==> config.mk <==
export PLATFORM = sky130hd
export DESIGN_NAME = aes_cbc_flat
export DESIGN_NICKNAME = d
export VERILOG_FILES = /design/src/rtl/aes_cbc_if.sv /design/src/rtl/aes_cbc.sv /design/src/flat_wrapper.sv
export SDC_FILE = /design/constraint.sdc
export NUM_CORES = 2
export LEC_CHECK = 0
export ABC_AREA = 1
export ABC_CLOCK_PERIOD_IN_PS = 2350
export BUFFER_PORTS_ARGS = -buffer_cell sky130_fd_sc_hd__buf_2
export CORE_AREA = 2 2 352 354
export CTS_BUF_LIST = sky130_fd_sc_hd__clkbuf_8
export DETAILED_ROUTE_END_ITERATION = 8
export DIE_AREA = 0 0 354 356
export SLEW_MARGIN = 30
export SYNTH_ARGS = -nofsm -noshare
export SYNTH_HDL_FRONTEND = slang
export SYNTH_SLANG_ARGS = --single-unit
==> constraint.sdc <==
create_clock -name clk -period 2.35 [get_ports clk]
set_input_delay 0.47 -clock clk [delete_from_list [all_inputs] [get_ports clk]]
set_output_delay 0.47 -clock clk [all_outputs]
set_load 0.005 [all_outputs]
==> src/rtl/aes_cbc_if.sv <==
// Signal bundle for aes_cbc: key/IV load, block streams, AES core command/response and status.
// slave = the chaining controller, master = the host and core around it.
interface aes_cbc_if #(parameter int NK = 4);
  localparam int KW = 32 * NK;

  typedef struct packed {
    logic [KW-1:0] key;
    logic [127:0]  data;
    logic [1:0]    func;
    logic          enable;
  } aes_in_type;

  typedef struct packed {
    logic         ready;
    logic [127:0] result;
  } aes_out_type;

  logic          cfg_valid;
  logic          cfg_ready;
  logic [KW-1:0] cfg_key;
  logic [127:0]  cfg_iv;
  logic          cfg_dec;
  logic          cfg_ecb;

  logic          in_valid;
  logic          in_ready;
  logic [127:0]  in_data;
  logic          in_last;

  logic          out_valid;
  logic          out_ready;
  logic [127:0]  out_data;
  logic          out_last;

  aes_in_type    aes_in;
  aes_out_type   aes_out;

  logic          busy;
  logic          err;

  modport slave (
    input  cfg_valid, cfg_key, cfg_iv, cfg_dec, cfg_ecb,
    input  in_valid, in_data, in_last, out_ready, aes_out,
    output cfg_ready, in_ready, out_valid, out_data, out_last, aes_in, busy, err
  );

  modport master (
    output cfg_valid, cfg_key, cfg_iv, cfg_dec, cfg_ecb,
    output in_valid, in_data, in_last, out_ready, aes_out,
    input  cfg_ready, in_ready, out_valid, out_data, out_last, aes_in, busy, err
  );
endinterface

==> src/rtl/aes_cbc.sv <==
// CBC chaining controller around an external AES core, with a core-response timeout.
// Define AES_CBC_ECB_EN to honour cfg_ecb (chain XOR forced to zero); otherwise always CBC.
//
// state  | meaning
// -------+-----------------------------------------------------------
// IDLE   | no key loaded, waiting for a key/IV load
// KEY    | key expansion command issued, waiting for the core
// READY  | key loaded, accepting an input block or a new key/IV
// CRYPT  | block command issued, waiting for the core result
// OUT    | result presented on the output stream until accepted
// ERR    | core timed out; only a key/IV load (or rst) recovers
module aes_cbc #(
  parameter int WAIT_LIMIT = 255,
  parameter int NK         = 4
) (
  input  logic      clk,
  input  logic      rst,
  aes_cbc_if.slave  bus
);

  localparam int KW = 32 * NK;
  localparam int CW = (WAIT_LIMIT < 2) ? 1 : $clog2(WAIT_LIMIT + 1);
  localparam logic [CW-1:0] WAIT_LAST = CW'(WAIT_LIMIT - 1);

  typedef enum logic [2:0] {
    S_IDLE,
    S_KEY,
    S_READY,
    S_CRYPT,
    S_OUT,
    S_ERR
  } state_t;

  state_t        state_q, state_d;

  logic [KW-1:0] key_q;
  logic [127:0]  iv_q;
  logic [127:0]  chain_q;
  logic [127:0]  blk_q;
  logic          last_q;
  logic          dec_q;
  logic [127:0]  out_data_q;
  logic          out_last_q;
  logic          err_q;
  logic [CW-1:0] wait_cnt;

  logic          cfg_fire;
  logic          in_fire;
  logic          out_fire;
  logic          waiting;
  logic          timeout;
  logic          first_cycle;
  logic [127:0]  chain_eff;

  assign cfg_fire    = bus.cfg_valid & bus.cfg_ready;
  assign in_fire     = bus.in_valid & bus.in_ready;
  assign out_fire    = bus.out_valid & bus.out_ready;
  assign waiting     = ((state_q == S_KEY) || (state_q == S_CRYPT)) && !bus.aes_out.ready;
  assign timeout     = waiting && (wait_cnt == WAIT_LAST);
  assign first_cycle = (wait_cnt == '0);

`ifdef AES_CBC_ECB_EN
  logic ecb_q;

  always_ff @(posedge clk) begin
    if (rst) begin
      ecb_q <= 1'b0;
    end else if (cfg_fire) begin
      ecb_q <= bus.cfg_ecb;
    end
  end

  assign chain_eff = ecb_q ? '0 : chain_q;
`else
  logic unused_ecb;
  assign unused_ecb = bus.cfg_ecb;
  assign chain_eff  = chain_q;
`endif

  always_ff @(posedge clk) begin
    if (rst) begin
      state_q <= S_IDLE;
    end else begin
      state_q <= state_d;
    end
  end

  always_comb begin
    state_d       = state_q;
    bus.cfg_ready = 1'b0;
    bus.in_ready  = 1'b0;
    bus.out_valid = 1'b0;
    bus.busy      = 1'b1;
    bus.aes_in    = '0;

    case (state_q)
      S_IDLE: begin
        bus.cfg_ready = 1'b1;
        bus.busy      = 1'b0;
        if (bus.cfg_valid) state_d = S_KEY;
      end

      S_KEY: begin
        bus.aes_in.func   = 2'd1;
        bus.aes_in.key    = key_q;
        bus.aes_in.enable = first_cycle;
        if (bus.aes_out.ready) state_d = S_READY;
        else if (timeout)      state_d = S_ERR;
      end

      S_READY: begin
        bus.cfg_ready = 1'b1;
        bus.busy      = 1'b0;
        // A pending key/IV load wins, so a block is never half-accepted.
        bus.in_ready  = !bus.cfg_valid;
        if (bus.cfg_valid)     state_d = S_KEY;
        else if (bus.in_valid) state_d = S_CRYPT;
      end

      S_CRYPT: begin
        bus.aes_in.func   = dec_q ? 2'd3 : 2'd2;
        bus.aes_in.key    = key_q;
        bus.aes_in.data   = dec_q ? blk_q : (blk_q ^ chain_eff);
        bus.aes_in.enable = first_cycle;
        if (bus.aes_out.ready) state_d = S_OUT;
        else if (timeout)      state_d = S_ERR;
      end

      S_OUT: begin
        bus.out_valid = 1'b1;
        if (bus.out_ready) state_d = S_READY;
      end

      S_ERR: begin
        bus.cfg_ready = 1'b1;
        if (bus.cfg_valid) state_d = S_KEY;
      end

      default: state_d = S_IDLE;
    endcase
  end

  always_ff @(posedge clk) begin
    if (rst) begin
      key_q      <= '0;
      iv_q       <= '0;
      chain_q    <= '0;
      blk_q      <= '0;
      last_q     <= 1'b0;
      dec_q      <= 1'b0;
      out_data_q <= '0;
      out_last_q <= 1'b0;
      err_q      <= 1'b0;
      wait_cnt   <= '0;
    end else begin
      if (cfg_fire) begin
        key_q   <= bus.cfg_key;
        iv_q    <= bus.cfg_iv;
        chain_q <= bus.cfg_iv;
        dec_q   <= bus.cfg_dec;
        err_q   <= 1'b0;
      end

      if (in_fire) begin
        blk_q  <= bus.in_data;
        last_q <= bus.in_last;
      end

      if (cfg_fire || in_fire) begin
        wait_cnt <= '0;
      end else if (waiting) begin
        wait_cnt <= wait_cnt + 1'b1;
      end

      if (timeout) err_q <= 1'b1;

      // Encrypt chains on the ciphertext just produced, decrypt on the ciphertext just consumed.
      if ((state_q == S_CRYPT) && bus.aes_out.ready) begin
        out_data_q <= dec_q ? (bus.aes_out.result ^ chain_eff) : bus.aes_out.result;
        out_last_q <= last_q;
        chain_q    <= dec_q ? blk_q : bus.aes_out.result;
      end

      if (out_fire && out_last_q) chain_q <= iv_q;
    end
  end

  assign bus.out_data = out_data_q;
  assign bus.out_last = out_last_q;
  assign bus.err      = err_q;

endmodule
==> src/flat_wrapper.sv <==
// flat-port wrapper written by rule: the top's interface ports become plain ports
module aes_cbc_flat 
#(
  parameter int WAIT_LIMIT = 255,
  parameter int NK         = 4
)
  (clk, rst, bus_cfg_valid, bus_cfg_key, bus_cfg_iv, bus_cfg_dec, bus_cfg_ecb, bus_in_valid, bus_in_data, bus_in_last, bus_out_ready, bus_aes_out, bus_cfg_ready, bus_in_ready, bus_out_valid, bus_out_data, bus_out_last, bus_aes_in, bus_busy, bus_err);
  aes_cbc_if #(.NK(NK)) bus_i ();
  input  logic clk;
  input  logic rst;
  input wire logic [$bits(bus_i.cfg_valid)-1:0] bus_cfg_valid;
  input wire logic [$bits(bus_i.cfg_key)-1:0] bus_cfg_key;
  input wire logic [$bits(bus_i.cfg_iv)-1:0] bus_cfg_iv;
  input wire logic [$bits(bus_i.cfg_dec)-1:0] bus_cfg_dec;
  input wire logic [$bits(bus_i.cfg_ecb)-1:0] bus_cfg_ecb;
  input wire logic [$bits(bus_i.in_valid)-1:0] bus_in_valid;
  input wire logic [$bits(bus_i.in_data)-1:0] bus_in_data;
  input wire logic [$bits(bus_i.in_last)-1:0] bus_in_last;
  input wire logic [$bits(bus_i.out_ready)-1:0] bus_out_ready;
  input wire logic [$bits(bus_i.aes_out)-1:0] bus_aes_out;
  output wire logic [$bits(bus_i.cfg_ready)-1:0] bus_cfg_ready;
  output wire logic [$bits(bus_i.in_ready)-1:0] bus_in_ready;
  output wire logic [$bits(bus_i.out_valid)-1:0] bus_out_valid;
  output wire logic [$bits(bus_i.out_data)-1:0] bus_out_data;
  output wire logic [$bits(bus_i.out_last)-1:0] bus_out_last;
  output wire logic [$bits(bus_i.aes_in)-1:0] bus_aes_in;
  output wire logic [$bits(bus_i.busy)-1:0] bus_busy;
  output wire logic [$bits(bus_i.err)-1:0] bus_err;
  assign bus_i.cfg_valid = bus_cfg_valid;
  assign bus_i.cfg_key = bus_cfg_key;
  assign bus_i.cfg_iv = bus_cfg_iv;
  assign bus_i.cfg_dec = bus_cfg_dec;
  assign bus_i.cfg_ecb = bus_cfg_ecb;
  assign bus_i.in_valid = bus_in_valid;
  assign bus_i.in_data = bus_in_data;
  assign bus_i.in_last = bus_in_last;
  assign bus_i.out_ready = bus_out_ready;
  assign bus_i.aes_out = bus_aes_out;
  assign bus_cfg_ready = bus_i.cfg_ready;
  assign bus_in_ready = bus_i.in_ready;
  assign bus_out_valid = bus_i.out_valid;
  assign bus_out_data = bus_i.out_data;
  assign bus_out_last = bus_i.out_last;
  assign bus_aes_in = bus_i.aes_in;
  assign bus_busy = bus_i.busy;
  assign bus_err = bus_i.err;
  aes_cbc #(.WAIT_LIMIT(WAIT_LIMIT), .NK(NK)) u_core (.clk(clk), .rst(rst), .bus(bus_i));
endmodule
# [Word level (Yosys, flattened, before mapping)]
# Index checks and enable logic that the tools add are counted.
# W data, S select, Z words.
[word_totals] ff_bits=655 output_inout_bits=393
[classes] addsub=1 eq_ne=9 n_mux=24 bitwise=5 n_reduce_logical=18
[ops] operator="$mux W128" n=8
[ops] operator="$xor A128 B128 Y128" n=2
[ops] operator="$mux W3" n=7
[ops] operator="$pmux W3 S5" n=1
[ops] operator="$add A8 B1 Y8 const B" n=1
[ops] operator="$eq A8 B8 Y1 const B" n=1
[ops] operator="$logic_not A8 Y1" n=1
[ops] operator="$reduce_or A2 Y1" n=4
[ops] operator="$mux W1" n=7
[ops] operator="$eq A3 B2 Y1 const B" n=2
[ops] operator="$eq A3 B3 Y1 const B" n=2
[ops] operator="$pmux W3 S2" n=1
[ops] operator="$logic_and A1 B1 Y1" n=4
[ops] operator="$and A1 B1 Y1" n=3
[ops] operator="$eq A3 B1 Y1 const B" n=1
[ops] operator="$logic_not A3 Y1" n=1
[ops] operator="$ne A3 B3 Y1 const B" n=1
[ops] operator="$reduce_and A3 Y1" n=1
[ops] operator="$reduce_bool A3 Y1" n=1
[ops] operator="$reduce_or A3 Y1" n=1
[ops] operator="$logic_not A1 Y1" n=2
[ops] operator="$logic_or A1 B1 Y1" n=2
[ops] operator="$ne A2 B1 Y1 const B" n=1
[ops] operator="$ne A2 B2 Y1 const B" n=1
[ops] operator="$reduce_bool A2 Y1" n=1

# [Logic depth before layout (Yosys ltp)]
[logic_depth] ltp_word=7 ltp_mapped=11 ltp_nobuf=9

# [Least setup slack after synthesis]
# Ideal clock, no wire load.
[synth_path] path_kind="register to output" start="register u_core.dec_q" end="output port bus_aes_in[100]" arrival_ns=1.437 path_slack_ns=0.443 path_stages_with_launch=7 path_cell_list="dfxtp_1 -> buf_2 -> clkbuf_1 -> buf_2 -> clkbuf_1 -> nor3_1 -> nor3_1"
[synth_between] elab_chain_cells=2
[synth_lines] element="from (decl)" line_no="aes_cbc.sv:41" rtl="logic dec_q;"
[synth_lines] element="from (signal assigned)" line_no="aes_cbc.sv:160" rtl="dec_q <= bus.cfg_dec;"
[synth_lines] element="$mux W128" line_no="aes_cbc.sv:123" rtl="bus.aes_in.data = dec_q ? blk_q : (blk_q ^ chain_eff);"
[synth_lines] element="$mux W128" line_no="aes_cbc.sv:96" rtl="case (state_q)"
[synth_lines] element="to (decl)" line_no="flat_wrapper.sv:26" rtl="output wire logic [$bits(bus_i.aes_in)-1:0] bus_aes_in;"
# Every way passes these cells.

# [Final worst setup path]
[layout_path] start="register u_core.state_q[1]" end="output port bus_aes_in[128]"
[layout_between] elab_chain_cells=2
[layout_lines] element="from (decl)" line_no="aes_cbc.sv:34" rtl="state_t state_q, state_d;"
[layout_lines] element="from (signal assigned)" line_no="aes_cbc.sv:84" rtl="state_q <= state_d;"
[layout_lines] element="$eq A3 B2 Y1" line_no="aes_cbc.sv:96"
[layout_lines] element="$mux W128" line_no="aes_cbc.sv:96"
# Every way passes these cells.

==> impl_metrics.env <==
export IMPL_path_clk_slew_ps=60
export IMPL_cts_tree="done"
export IMPL_cp_required_ps=1880
export IMPL_crit_path_max_incr_delay_ps=360
export IMPL_synth_commonest_cells="924 x nand2_1, 664 x nor2_1, 655 x dfxtp_1"
export IMPL_synth_cell_area_sq_mm=0.0328
export IMPL_drtIter0Drc=3626
export IMPL_seq_area_frac_synth_pct=40.0
export IMPL_drtPass1Iterations=6
export IMPL_register_area_sq_mm=0.0131
export IMPL_wirelength_mm=165
export IMPL_synth_nets=5540
export IMPL_drive_above_1_share_pct=26.3
export IMPL_cp_top_family="buffers and inverters"
export IMPL_die_y_um=356
export IMPL_htree_levels=3
export IMPL_grt_pass1_wl_mm=234
export IMPL_synth_edff_count=0
export IMPL_rsz0062_at_grt="true"
export IMPL_place_congestion=0.886
export IMPL_setup_worst_path_class="flip-flop to output pin"
export IMPL_layout_setup_ws_ps=-452
export IMPL_fin_crit_ps=2800
export IMPL_row_count=129
export IMPL_vias_per_cell=4.96
export IMPL_cap_violations=0
export IMPL_antenna_found_initial=41
export IMPL_synth_most_common_cell="nand2_1"
export IMPL_worstPathCellList="inv_4, nor2_4, nand2_8, buf_12, buf_16, nor3_4, buf_4, buf_6"
export IMPL_synth_flop_cell="dfxtp_1"
export IMPL_cp_end_kind="output pin"
export IMPL_tightest_slew_ps=727
export IMPL_die_area_sq_mm=0.126
export IMPL_worstPathArrival_ps=2330
export IMPL_grt_remaining_overflow=0
export IMPL_synth_area_leaders="dfxtp_1 40%, nand2_1 11%, a21oi_1 8.0%, o21ai_0 7.6%, nor2_1 7.6%"
export IMPL_route_detailed_drc=0
export IMPL_finalPower_w=0.0406
export IMPL_cpMaxStageDelayCell="dfxtp_4"
export IMPL_clockRootBuffer="clkbuf_8"
export IMPL_power_density_mw_per_mm2=780
export IMPL_ios=914
export IMPL_setup_violations=285
export IMPL_synth_top_area_share_pct=40.0
export IMPL_max_freq_mhz=357
export IMPL_grt_start_max_net_pins=117
export IMPL_wire_per_inst_um=20.2
export IMPL_port_buffers=912
export IMPL_cts_buffers=120
export IMPL_p_leak_nw=23.0
export IMPL_violations="negative setup slack"
export IMPL_grt_use_total_pct=23.9
export IMPL_layout_cells_non_filler=8178
export IMPL_status="finished with violations"
export IMPL_route_vias_total=40551
export IMPL_synth_avg_cell_area_sq_um=6.54
export IMPL_ys_seq_elements=655
export IMPL_vdd_drop_max_mv=0.455
export IMPL_start_kind="flip-flop"
export IMPL_crit_fanout=8
export IMPL_yosys_warnings=0
export IMPL_n_fill_cell=12248
export IMPL_multi_input_area_sq_mm=0.0184
export IMPL_syn_inst=5016
export IMPL_slew_viol_final=0
export IMPL_placed_cells=7317
export IMPL_initial_core_util_pct=26.7
export IMPL_coreArea_sq_mm=0.123
export IMPL_period_share_pct=119
export IMPL_syn_to_final_growth_pct=58.6
export IMPL_die_w_um=354
export IMPL_clock_sinks=655
export IMPL_hpwlAfterDp_mm=99.0
export IMPL_worstSkewPairLatency_ps=810
export IMPL_synth_area_leader_cell="dfxtp_1"
export IMPL_ctsLongestPathBuffers=3
export IMPL_max_slew_margin_pct=51.5
export IMPL_fin_skew_ps=43.1
export IMPL_path_buf_inv=5
export IMPL_nNetsFinal=6941
export IMPL_drtAntennaViolNets=0
export IMPL_worstHoldPathType="input pin to flip-flop"
export IMPL_finalHoldViolCount=0
export IMPL_synth_cell_type_count=26
export IMPL_async_reset_ff_share_pct=0
export IMPL_grt_pass1_vias=38578
registers in the layout (all words and copies together), names as in the netlist:
signal / cells
u_core.blk_q: 128
u_core.bus.out_data: 128
u_core.chain_eff: 128
u_core.iv_q: 128
u_core.key_q: 128
u_core.wait_cnt: 8
u_core.state_q: 3
u_core.bus.err: 1
u_core.bus.out_last: 1
u_core.dec_q: 1
u_core.last_q: 1
worst min-delay path, stage by stage:
cell and delay, ps:
buf_2 80, o21ai_0 160, a21oi_1 150
timing repair:
item | CTS | global route
hold endpoints to repair | 485 | 0
cloned | 29 | 16
hold buffers | 482 | 0
pin swaps | 56 | 78
endpoints found under the setup margin | 263 | 337
gates resized for setup | 347 | 354
buffers inserted | 58 | 42
cell type report:
type / instances / area share, %
Inverter: 535 / 3.99
Timing Repair Buffer: 1672 / 26.5
Multi-Input combinational cell: 3429 / 35.3
Sequential cell: 655 / 25.2
Timing Repair inverter: 4 / 0.144
Antenna cell: 29 / 0.139
Clock inverter: 73 / 0.899
Tap cell: 1637 / 3.94
Clock buffer: 144 / 3.81
where the power goes:
group / switching [W] / internal (W)
Sequential: 0.00122 / 0.0129
Clock: 0.00538 / 0.00601
Combinational: 0.00893 / 0.00612
Total: 0.0155 / 0.0251
logic make-up after synthesis:
logic type | share of synthesized area [%]
compound gates | 15.9
xor+xnor | 3.47
fa+ha+maj | 0.114
buf+inv | 11.6
flops | 40.0
simple gates | 28.9
placed cells by master, fill, tap and decap left out, types with 3 or more instances in the layout:
cell type        n
nand2_1        920
buf_2          880
dfxtp_1        651
nor2_1         586
inv_1          574
o21ai_0        501
dlygate4sd3_1  482
a21oi_1        441
nand3_1        268
clkbuf_8       144
nand4_1        130
xor2_1         128
buf_4          108
nor3_1          94
nor3_4          90
nor3_2          76
buf_12          72
buf_6           72
nor2_4          50
a21oi_2         45
a21oi_4         37
nor2_2          30
diode_2         29
buf_16          28
o21ai_1         17
clkinv_2        12
clkbuf_16       12
bufbuf_16        9
buf_8            9
inv_8            5
inv_4            4
nand2_8          4
inv_6            4
bufinv_16        4
dfxtp_4          4
nand2_4          3
ha_1             3
inv_12           3
stage by stage:
| step | setup TNS, ps | utilization (%) | cell area [sq um] | setup WS, ps | hold slack [ps] |
|---|---|---|---|---|---|
| floorplan | 0 | - | 32800 | 443 | 430 |
| global placement | -48.3 | 32.2 | 39500 | -48.3 | 437 |
| detailed placement | -25.2 | 32.2 | 39500 | -24.0 | 444 |
| CTS | -92890 | 40.6 | 49800 | -576 | 0.116 |
| global route | -124230 | 42.4 | 52000 | -612 | 9.52 |
| finish | -80590 | 42.4 | 52000 | -452 | 85.4 |
layer usage:
layer,share of wire [%],global-route usage (%),routed length [um]
met3,8.3,5.54,13600
met4,5.7,13.1,9330
met5,0.12,0,202
met2,47,39.8,77200
met1,39,28.5,64600
worst paths after layout:
check / startpoint / end / cells after the start / slack, ps
max: u_core.state_q[1] / bus_aes_in[128] / 8 / -450
min: bus_in_data[118] / u_core.blk_q[118] / 3 / 90
max reg2reg: u_core.state_q[2] / u_core.key_q[76] / 12 / -70
min reg2reg: u_core.key_q[1] / u_core.key_q[1] / 2 / 450
(Power assumes the default switching activity.)
